File: src/rtl/input_event_pkg.sv
// Shared types and sizing helpers for the input event FIFO.
// Channel codes are carried in a fixed-width entry so the struct does not depend on instance parameters.
package input_event_pkg;
  localparam int DROP_CNT_W = 8;
  localparam int CODE_W_MAX = 16;
  localparam int CH_W_MAX   = 2;

  typedef struct packed {
    logic [CODE_W_MAX-1:0] code;
    logic [CH_W_MAX-1:0]   ch;
    logic                  err;
  } entry_t;

  function automatic int ch_w(input int n);
    return (n <= 1) ? 1 : $clog2(n);
  endfunction
endpackage

File: src/rtl/sync_fifo.sv
// Show-ahead synchronous FIFO with occupancy output and synchronous flush.
// A push is accepted on a full FIFO only when a pop happens on the same edge.
module sync_fifo #(
  parameter int WIDTH = 8,
  parameter int DEPTH = 16,
  localparam int AW   = $clog2(DEPTH)
) (
  input  logic             clk,
  input  logic             reset_i,
  input  logic             clear_i,
  input  logic             push_i,
  input  logic [WIDTH-1:0] din_i,
  input  logic             pop_i,
  output logic             valid_o,
  output logic             full_o,
  output logic [WIDTH-1:0] dout_o,
  output logic [AW:0]      level_o
);
  logic [WIDTH-1:0] r_mem [DEPTH];
  logic [AW-1:0]    r_wptr, r_rptr;
  logic [AW:0]      r_level;
  logic             w_push, w_pop;

  assign valid_o = (r_level != '0);
  assign full_o  = (r_level == (AW+1)'(DEPTH));
  assign w_pop   = pop_i && valid_o;
  assign w_push  = push_i && (!full_o || w_pop);
  assign dout_o  = r_mem[r_rptr];
  assign level_o = r_level;

  always_ff @(posedge clk or negedge reset_i) begin
    if (!reset_i) begin
      r_wptr  <= '0;
      r_rptr  <= '0;
      r_level <= '0;
    end else if (clear_i) begin
      r_wptr  <= '0;
      r_rptr  <= '0;
      r_level <= '0;
    end else begin
      if (w_push) r_wptr <= r_wptr + 1'b1;
      if (w_pop)  r_rptr <= r_rptr + 1'b1;
      case ({w_push, w_pop})
        2'b10:   r_level <= r_level + 1'b1;
        2'b01:   r_level <= r_level - 1'b1;
        default: r_level <= r_level;
      endcase
    end
  end

  // Storage array carries no reset; occupancy gates visibility.
  always_ff @(posedge clk) begin
    if (w_push && !clear_i) r_mem[r_wptr] <= din_i;
  end
endmodule

File: src/rtl/input_event_fifo.sv
// Multi-channel input event collector: per-channel holding registers, round-robin
// arbitration into a show-ahead FIFO, with sticky overflow and saturating drop count.
module input_event_fifo
  import input_event_pkg::*;
#(
  parameter int NUM_CH  = 2,
  parameter int CODE_W  = 8,
  parameter int DEPTH   = 16,
  localparam int CH_W   = ch_w(NUM_CH),
  localparam int LVL_W  = $clog2(DEPTH) + 1
) (
  input  logic                     clk,
  input  logic                     reset_i,
  input  logic [NUM_CH*CODE_W-1:0] code_i,
  input  logic [NUM_CH-1:0]        strobe_i,
  input  logic [NUM_CH-1:0]        err_i,
  input  logic                     clear_i,
  output logic                     rd_valid_o,
  input  logic                     rd_ready_i,
  output logic [CODE_W-1:0]        rd_code_o,
  output logic [CH_W-1:0]          rd_ch_o,
  output logic                     rd_err_o,
  output logic [LVL_W-1:0]         level_o,
  output logic                     overflow_o,
  output logic [DROP_CNT_W-1:0]    drop_count_o
);
  logic [NUM_CH-1:0]             r_hv, r_herr;
  logic [NUM_CH-1:0][CODE_W-1:0] r_hcode;
  logic [CH_W-1:0]               r_rr_ptr;
  logic                          r_ovf;
  logic [DROP_CNT_W-1:0]         r_cnt;

  logic                  w_full, w_pop, w_can_wr;
  logic                  w_gnt_vld;
  logic [CH_W-1:0]       w_gnt_idx;
  logic [NUM_CH-1:0]     w_gnt_one, w_drop;
  logic [3:0]            w_ndrop;
  logic [DROP_CNT_W:0]   w_cnt_sum;
  entry_t                w_ent, w_head;
  logic                  w_unused_head;

  assign w_pop    = rd_valid_o && rd_ready_i;
  assign w_can_wr = !w_full || w_pop;

  // Rotating search starting at r_rr_ptr, the channel after the last grant.
  always_comb begin
    int              idx;
    logic [CH_W-1:0] cidx;
    w_gnt_vld = 1'b0;
    w_gnt_idx = '0;
    for (int k = 0; k < NUM_CH; k++) begin
      idx = int'(r_rr_ptr) + k;
      if (idx >= NUM_CH) idx = idx - NUM_CH;
      cidx = CH_W'(idx);
      if (!w_gnt_vld && r_hv[cidx] && w_can_wr && !clear_i) begin
        w_gnt_vld = 1'b1;
        w_gnt_idx = cidx;
      end
    end
  end

  always_comb begin
    w_ndrop = '0;
    for (int c = 0; c < NUM_CH; c++) begin
      w_gnt_one[c] = w_gnt_vld && (w_gnt_idx == CH_W'(c));
      w_drop[c]    = strobe_i[c] && r_hv[c] && !w_gnt_one[c] && !clear_i;
      w_ndrop      = w_ndrop + 4'(w_drop[c]);
    end
  end

  assign w_cnt_sum = {1'b0, r_cnt} + (DROP_CNT_W+1)'(w_ndrop);

  always_ff @(posedge clk or negedge reset_i) begin
    if (!reset_i) begin
      r_hv    <= '0;
      r_herr  <= '0;
      r_hcode <= '0;
    end else if (clear_i) begin
      r_hv <= '0;
    end else begin
      for (int c = 0; c < NUM_CH; c++) begin
        // A slot being granted this cycle can take a new code without a drop.
        if (strobe_i[c] && (!r_hv[c] || w_gnt_one[c])) begin
          r_hv[c]    <= 1'b1;
          r_hcode[c] <= code_i[c*CODE_W +: CODE_W];
          r_herr[c]  <= err_i[c];
        end else if (w_gnt_one[c]) begin
          r_hv[c] <= 1'b0;
        end
      end
    end
  end

  always_ff @(posedge clk or negedge reset_i) begin
    if (!reset_i) begin
      r_rr_ptr <= '0;
    end else if (w_gnt_vld) begin
      r_rr_ptr <= (w_gnt_idx == CH_W'(NUM_CH-1)) ? '0 : w_gnt_idx + 1'b1;
    end
  end

  always_ff @(posedge clk or negedge reset_i) begin
    if (!reset_i) begin
      r_ovf <= 1'b0;
      r_cnt <= '0;
    end else if (clear_i) begin
      r_ovf <= 1'b0;
      r_cnt <= '0;
    end else if (|w_drop) begin
      r_ovf <= 1'b1;
      r_cnt <= w_cnt_sum[DROP_CNT_W] ? '1 : w_cnt_sum[DROP_CNT_W-1:0];
    end
  end

  always_comb begin
    w_ent      = '0;
    w_ent.code = CODE_W_MAX'(r_hcode[w_gnt_idx]);
    w_ent.ch   = CH_W_MAX'(w_gnt_idx);
    w_ent.err  = r_herr[w_gnt_idx];
  end

  sync_fifo #(
    .WIDTH ($bits(entry_t)),
    .DEPTH (DEPTH)
  ) u_fifo (
    .clk     (clk),
    .reset_i (reset_i),
    .clear_i (clear_i),
    .push_i  (w_gnt_vld),
    .din_i   (w_ent),
    .pop_i   (w_pop),
    .valid_o (rd_valid_o),
    .full_o  (w_full),
    .dout_o  (w_head),
    .level_o (level_o)
  );

  assign rd_code_o     = w_head.code[CODE_W-1:0];
  assign rd_ch_o       = w_head.ch[CH_W-1:0];
  assign rd_err_o      = w_head.err;
  assign w_unused_head = &{1'b0, w_head};
  assign overflow_o    = r_ovf;
  assign drop_count_o  = r_cnt;
endmodule

File: config.mk
export PLATFORM = sky130hd
export DESIGN_NAME = input_event_fifo
export DESIGN_NICKNAME = d
export VERILOG_FILES = /design/src/rtl/input_event_pkg.sv /design/src/rtl/sync_fifo.sv /design/src/rtl/input_event_fifo.sv
export SDC_FILE = /design/constraint.sdc
export NUM_CORES = 1
export LEC_CHECK = 0
export CELL_PAD_IN_SITES_DETAIL_PLACEMENT = 0
export CELL_PAD_IN_SITES_GLOBAL_PLACEMENT = 1
export CORE_ASPECT_RATIO = 0.75
export CORE_MARGIN = 8
export CORE_UTILIZATION = 50
export DETAILED_ROUTE_END_ITERATION = 6
export PLACE_DENSITY_LB_ADDON = 0.15
export RECOVER_POWER = 50
export SLEW_MARGIN = 20
export SYNTH_ARGS = -nofsm -noshare
export SYNTH_HDL_FRONTEND = slang
export SYNTH_HIERARCHICAL = 1
export SYNTH_SLANG_ARGS = --single-unit
export TNS_END_PERCENT = 10
File: constraint.sdc
create_clock -name clk -period 3.2 [get_ports clk]
set_input_delay 0.8 -clock clk [delete_from_list [all_inputs] [get_ports clk]]
set_output_delay 0.8 -clock clk [all_outputs]
set_load 0.05 [all_outputs]
[After elaboration in Yosys (flattened, before gate mapping)]
Memories as Yosys holds them, arrays and structs flattened.
Index checks and enable logic that the tools add are counted.
Word-level totals
  memories: 1
  bits of input ports: 24
  bits in registers: 43
  output and inout port bits: 25
  bits in writable memories: 160
Cells by class
  $add $sub $neg: 10
  reduce and logical (&&, ||, !) cells: 40
  order comparisons: 5
  bitwise logic cells: 2
  equal/unequal tests: 3
  multiplexer cells: 33
Memories
  u_fifo.r_mem: words 16, bits a word 10, rd ports 1, clocked after memory_dff 0, write ports 1, RTL line sync_fifo.sv:19  | logic [WIDTH-1:0] r_mem [DEPTH];
Operators with widths (count)
  2-to-1 mux 8 bit: 5
  2-to-1 mux 1 bit: 21
  logical AND 1 bit: 19
  2-to-1 mux 4 bit: 4
  case mux 5 bit (2 select lines): 1
  adder 8 x 2 -> 9 bit: 1
  nonzero test 3 bit: 3
  adder 4 x 1 -> 4 bit, second input constant: 2
  zero test 1 bit: 7
  less-than comparator 1 x 2 -> 1 bit, second input constant: 3
  nonzero test 2 bit: 3
  adder 5 x 1 -> 5 bit, second input constant: 1
  == test 5 bit, second input constant: 1
  2-to-1 mux 5 bit: 1
  nonzero test 5 bit: 1
  subtractor 5 x 1 -> 5 bit, second input constant: 1
  logical OR 1 bit: 4
  AND reduction 2 bit: 2
  adder 1 x 1 -> 2 bit: 1
  adder 1 x 1 -> 2 bit, second input constant: 1
  == test 2 x 1 -> 1 bit, second input constant: 1
  == test 2 bit, second input constant: 1
  greater-or-equal comparator 1 x 2 -> 1 bit, second input constant: 1
  greater-or-equal comparator 2 bit, second input constant: 1
  5 further kinds: 7

[Longest topological paths before layout]
  word-level depth: 22
  depth in mapped cells: 16
  depth with buffers taken out: 13

[Hierarchy]
The synthesis kept the hierarchy.
By module, submodules not included
  sync_fifo: cells each 585, area each 12393.1 µm², instances 1
  input_event_fifo: cells each 129, area each 1537.7 µm², instances 1

[Worst setup path after synthesis]
No wires, ideal clock.
  kind: register -> register
  start point: register u_fifo.r_level[1] (netlist: u_fifo/level_o[1])
  end point: register r_cnt[3] (netlist: drop_count_o[3])
  arrival: 3777 ps
  cell stages (with the launch flop): 16
  clock period less this slack: 3863 ps
  slack: -663 ps
  cell sequence: dfrtp_1 nor4_4 nand2_1 a21boi_2 a2111oi_4 buf_4 nor2_1 nand2_1 fa_1 inv_1 ha_1 nand2_1 or3_1 clkbuf_1 and3_2 nor3_1
RTL lines
  start: declaration: RTL line sync_fifo.sv:21  | logic [AW:0] r_level;
  start signal: assignment: RTL line sync_fifo.sv:44  | 2'b10: r_level <= r_level + 1'b1;
  start signal: assignment: RTL line sync_fifo.sv:45  | 2'b01: r_level <= r_level - 1'b1;
  start signal: assignment: RTL line sync_fifo.sv:46  | default: r_level <= r_level;
  end signal: assignment: RTL line input_event_fifo.sv:111  | r_cnt <= w_cnt_sum[DROP_CNT_W] ? '1 : w_cnt_sum[DROP_CNT_W-1:0];
  end: declaration: RTL line input_event_fifo.sv:31  | logic [DROP_CNT_W-1:0] r_cnt;

[Worst setup path after layout]
  start point: register u_fifo.r_rptr[0]
  end point: output port rd_code_o[1]
On the way
  longest elaborated chain between the ends: 1
Ends and longest elaborated chain
  start: declaration: RTL line sync_fifo.sv:20  | logic [AW-1:0] r_wptr, r_rptr;
  start signal: assignment: RTL line sync_fifo.sv:42  | if (w_pop) r_rptr <= r_rptr + 1'b1;
  memory (16 x 10 bit)
  end: declaration: RTL line input_event_fifo.sv:20  | output logic [CODE_W-1:0] rd_code_o,
Every way passes these cells.

==> summary.log <==
[final_layout] post-route core utilization 0.609
[clocking] CTS Sinks 203
[die] Total Die Area 21700 µm²
[die] Boundary Pins 49
[timing] Tightest Pin Transition 2390 ps
[place] placed wire-length estimate after detailed placement 11.7 mm
[route] via total after detailed routing 4709
[route] aggregate routed wire length 18.3 mm
[pwr] total power 7.34 mW
[critical_path] Critical Path Start Type flop
[route] router iterations before antenna repair 5
[pwr] switching part of the total power 0.280
[final_layout] fraction of final layout cells sized beyond drive strength 1 0.288
[pwr] sequential group share of total power 0.428
[clocking] level count of the clock H-tree 1
[final_layout] Antenna diodes 0
[global_route] global route total overflow 0
[pwr] Clock Power Share 0.333
[critical_path] Max stage delay on crit path 530 ps
[critical_path] Max stage delay cell, worst path mux4_2
[logic_synthesis] Syn Std Cell Area 8620 µm²
[clocking] CTS tree built
[route] routed wire length per instance 22.7 µm
[route] starting DRC count in detailed routing 414
[final_layout] area of the multi-input gates 2650 µm²
[die] die span in y 130 µm
[logic_synthesis] number of warnings reported in the yosys synthesis log 6
[final_layout] area added between synthesis and finish 19.2%
[timing] number of pins with negative max-slew slack in the final report 44
[die] effective utilization at floorplan 0.511
[status] violated checks capacitance limit, slew limit
[die] Site Rows 41
[global_route] number of antenna violations at the first check in global routing 0
[place] last weighted congestion value of the routability-driven placer 0.791
[clocking] clock root buffer master clkbuf_16
[logic_synthesis] mean instance size in the synthesized netlist 17.0 µm²
[pwr] Gate power share 0.239
[timing] fin crit period 3120 ps
[final_layout] area of all placed cells without fillers 10300 µm²
[timing] f_max 321 MHz
[critical_path] endpoint kind of the worst setup timing path output pin
[timing] worst hold-check slack 502 ps
[route] Via-to-Cell Ratio 5.83
[logic_synthesis] number of nets produced by synthesis 541
[route] post-route ant nets 0
[final_layout] FF/Latch Area 5890 µm²
[timing] RSZ-0062 raised after global routing no
[global_route] vias in the first global route 4900
[place] DP Area 9540 µm²
[timing] worst clock skew on the final layout 10.9 ps
[critical_path] category of the most critical setup path reg2out
[critical_path] biggest fanout along the worst timing path 26
[timing] ratio of final minimum period to clock period 0.974
[pwr] P_sw 2.05 mW
[timing] number of failing setup endpoints in the final timing report 0
[job] # Max-Cap Violations 1
[clocking] worst-skew pair later-pin latency 490 ps
[critical_path] Crit path required time 2400 ps
[final_layout] Final nets 613
[place] total of buffers placed on input and output ports 48
[timing] final worst setup slack 82.8 ps
[final_layout] most common cell after layout, fill and taps aside edfxtp_1
[logic_synthesis] number of standard cells after synthesis 506
[final_layout] fill count 1231
[critical_path] ordered list of cells on the worst path buf_12, mux4_2, a22oi_1, nand2_1, buf_4
[critical_path] largest delay contributor family on the critical path multiplexers
[global_route] aggregate global-route resource usage 0.171
[status] outcome complete, but fails checks
[hold_path] type of the worst min-delay path reg2reg
[clocking] buffers inserted by post-CTS timing repair 0
[pwr] Power Internal 5.29 mW
[route] Remaining DRCs 0
[timing] Slew HR -0.595
[die] width of the die 168 µm
[final_layout] highest-count cells in the layout ignoring fill and taps edfxtp_1 (160), mux4_2 (40), buf_4 (38)
[pwr] peak supply drop 364 µV
[clocking] number of buffers on the longest clock path 3
[global_route] wire length of the first global-routing pass 28.5 mm
[clocking] post-CTS clock slew at the launch and capture registers of the worst setup and hold paths 60 ps
[place] worst slack at placement -85.9 ps
[die] core region area 16900 µm²
[timing] count of endpoints failing hold in the final timing report 0
[critical_path] number of buffers and inverters on the critical path 2
[pwr] leakage dissipation 3.53 nW
[critical_path] Arr. time, crit path 2320 ps
[global_route] maximum number of pins on one net before global-route repair 44
[pwr] cell area power density 714 nW/µm²
[clocking] clock buffers created by TritonCTS 21
[clocking] hold bufs inserted after CTS 0
[worst reg2reg max path, stage by stage, from the launching register on]
cell,delay (ps)
dfrtp_2,400
or4_4,570
nor2_4,140
a21boi_4,240
a2111oi_4,70
nor2_1,130
nand2_1,90
fa_2,370
inv_2,80
ha_4,140
nand2_2,60
or3_4,390
and3_4,190
nor3_2,100
[through the flow]
| step | TNS [ps] | cells |
|---|---|---|
| after floorplan | -975 | 506 |
| after global placement | -11.0 | 770 |
| after detailed placement | -357 | 770 |
| after CTS | 0 | 808 |
| after global routing | 0 | 808 |
| final | 0 | 808 |
[per-layer routing]
| layer | global-route usage | wire length [µm] |
|---|---|---|
| met1 | 0.248 | 8460 |
| met2 | 0.274 | 8590 |
| met3 | 0.0308 | 1080 |
| met4 | 0.0262 | 170 |
| met5 | 0 | 0 |
[power by group through the flow]
stage               Clock, mW  Sequential [mW]  Combinational (mW)
finish                   2.44             3.14                1.76
global route             2.60             3.15                1.89
CTS                      2.49             3.14                1.77
detailed placement          0             3.19                1.76
global placement            0             3.19                1.73
floorplan                   0             3.26                1.17
[sequential cells by signal, indices dropped and copies added, names as in the netlist]
name	cells
u_fifo/r_mem	160
r_hcode	16
drop_count_o	8
u_fifo/level_o	5
u_fifo/r_rptr	4
u_fifo/r_wptr	4
r_herr	2
r_hv	2
overflow_o	1
r_rr_ptr	1
[area by class of cell]
class / instances / share of cell area
clock inverter: 10 / 0.0128
sequential: 203 / 0.573
inverter: 13 / 0.00475
tap: 215 / 0.0262
clock buffer: 28 / 0.0547
timing repair buffer: 82 / 0.0711
multi-input combinational: 257 / 0.257
[final timing paths]
| kind | start | end | slack [ps] | cells after the start |
|---|---|---|---|---|
| worst min register to register | r_hcode[4] | r_hcode[4] | 500 | 1 |
| worst max-delay path | u_fifo/r_rptr[0] | rd_code_o[1] | 80 | 5 |
| worst max register to register | u_fifo/level_o[3] | drop_count_o[3] | 170 | 13 |
| min in group asynchronous | reset_i | overflow_o | 1030 | 1 |
| worst min-delay path | r_hcode[4] | r_hcode[4] | 500 | 1 |
| max in group asynchronous | reset_i | u_fifo/r_rptr[1] | 610 | 1 |
[what timing repair did]
item / CTS / global route
resized for setup: 2 / 9
pin swaps: 0 / 1
setup endpoints to repair: 1 / 13
(Power assumes the default switching activity.)
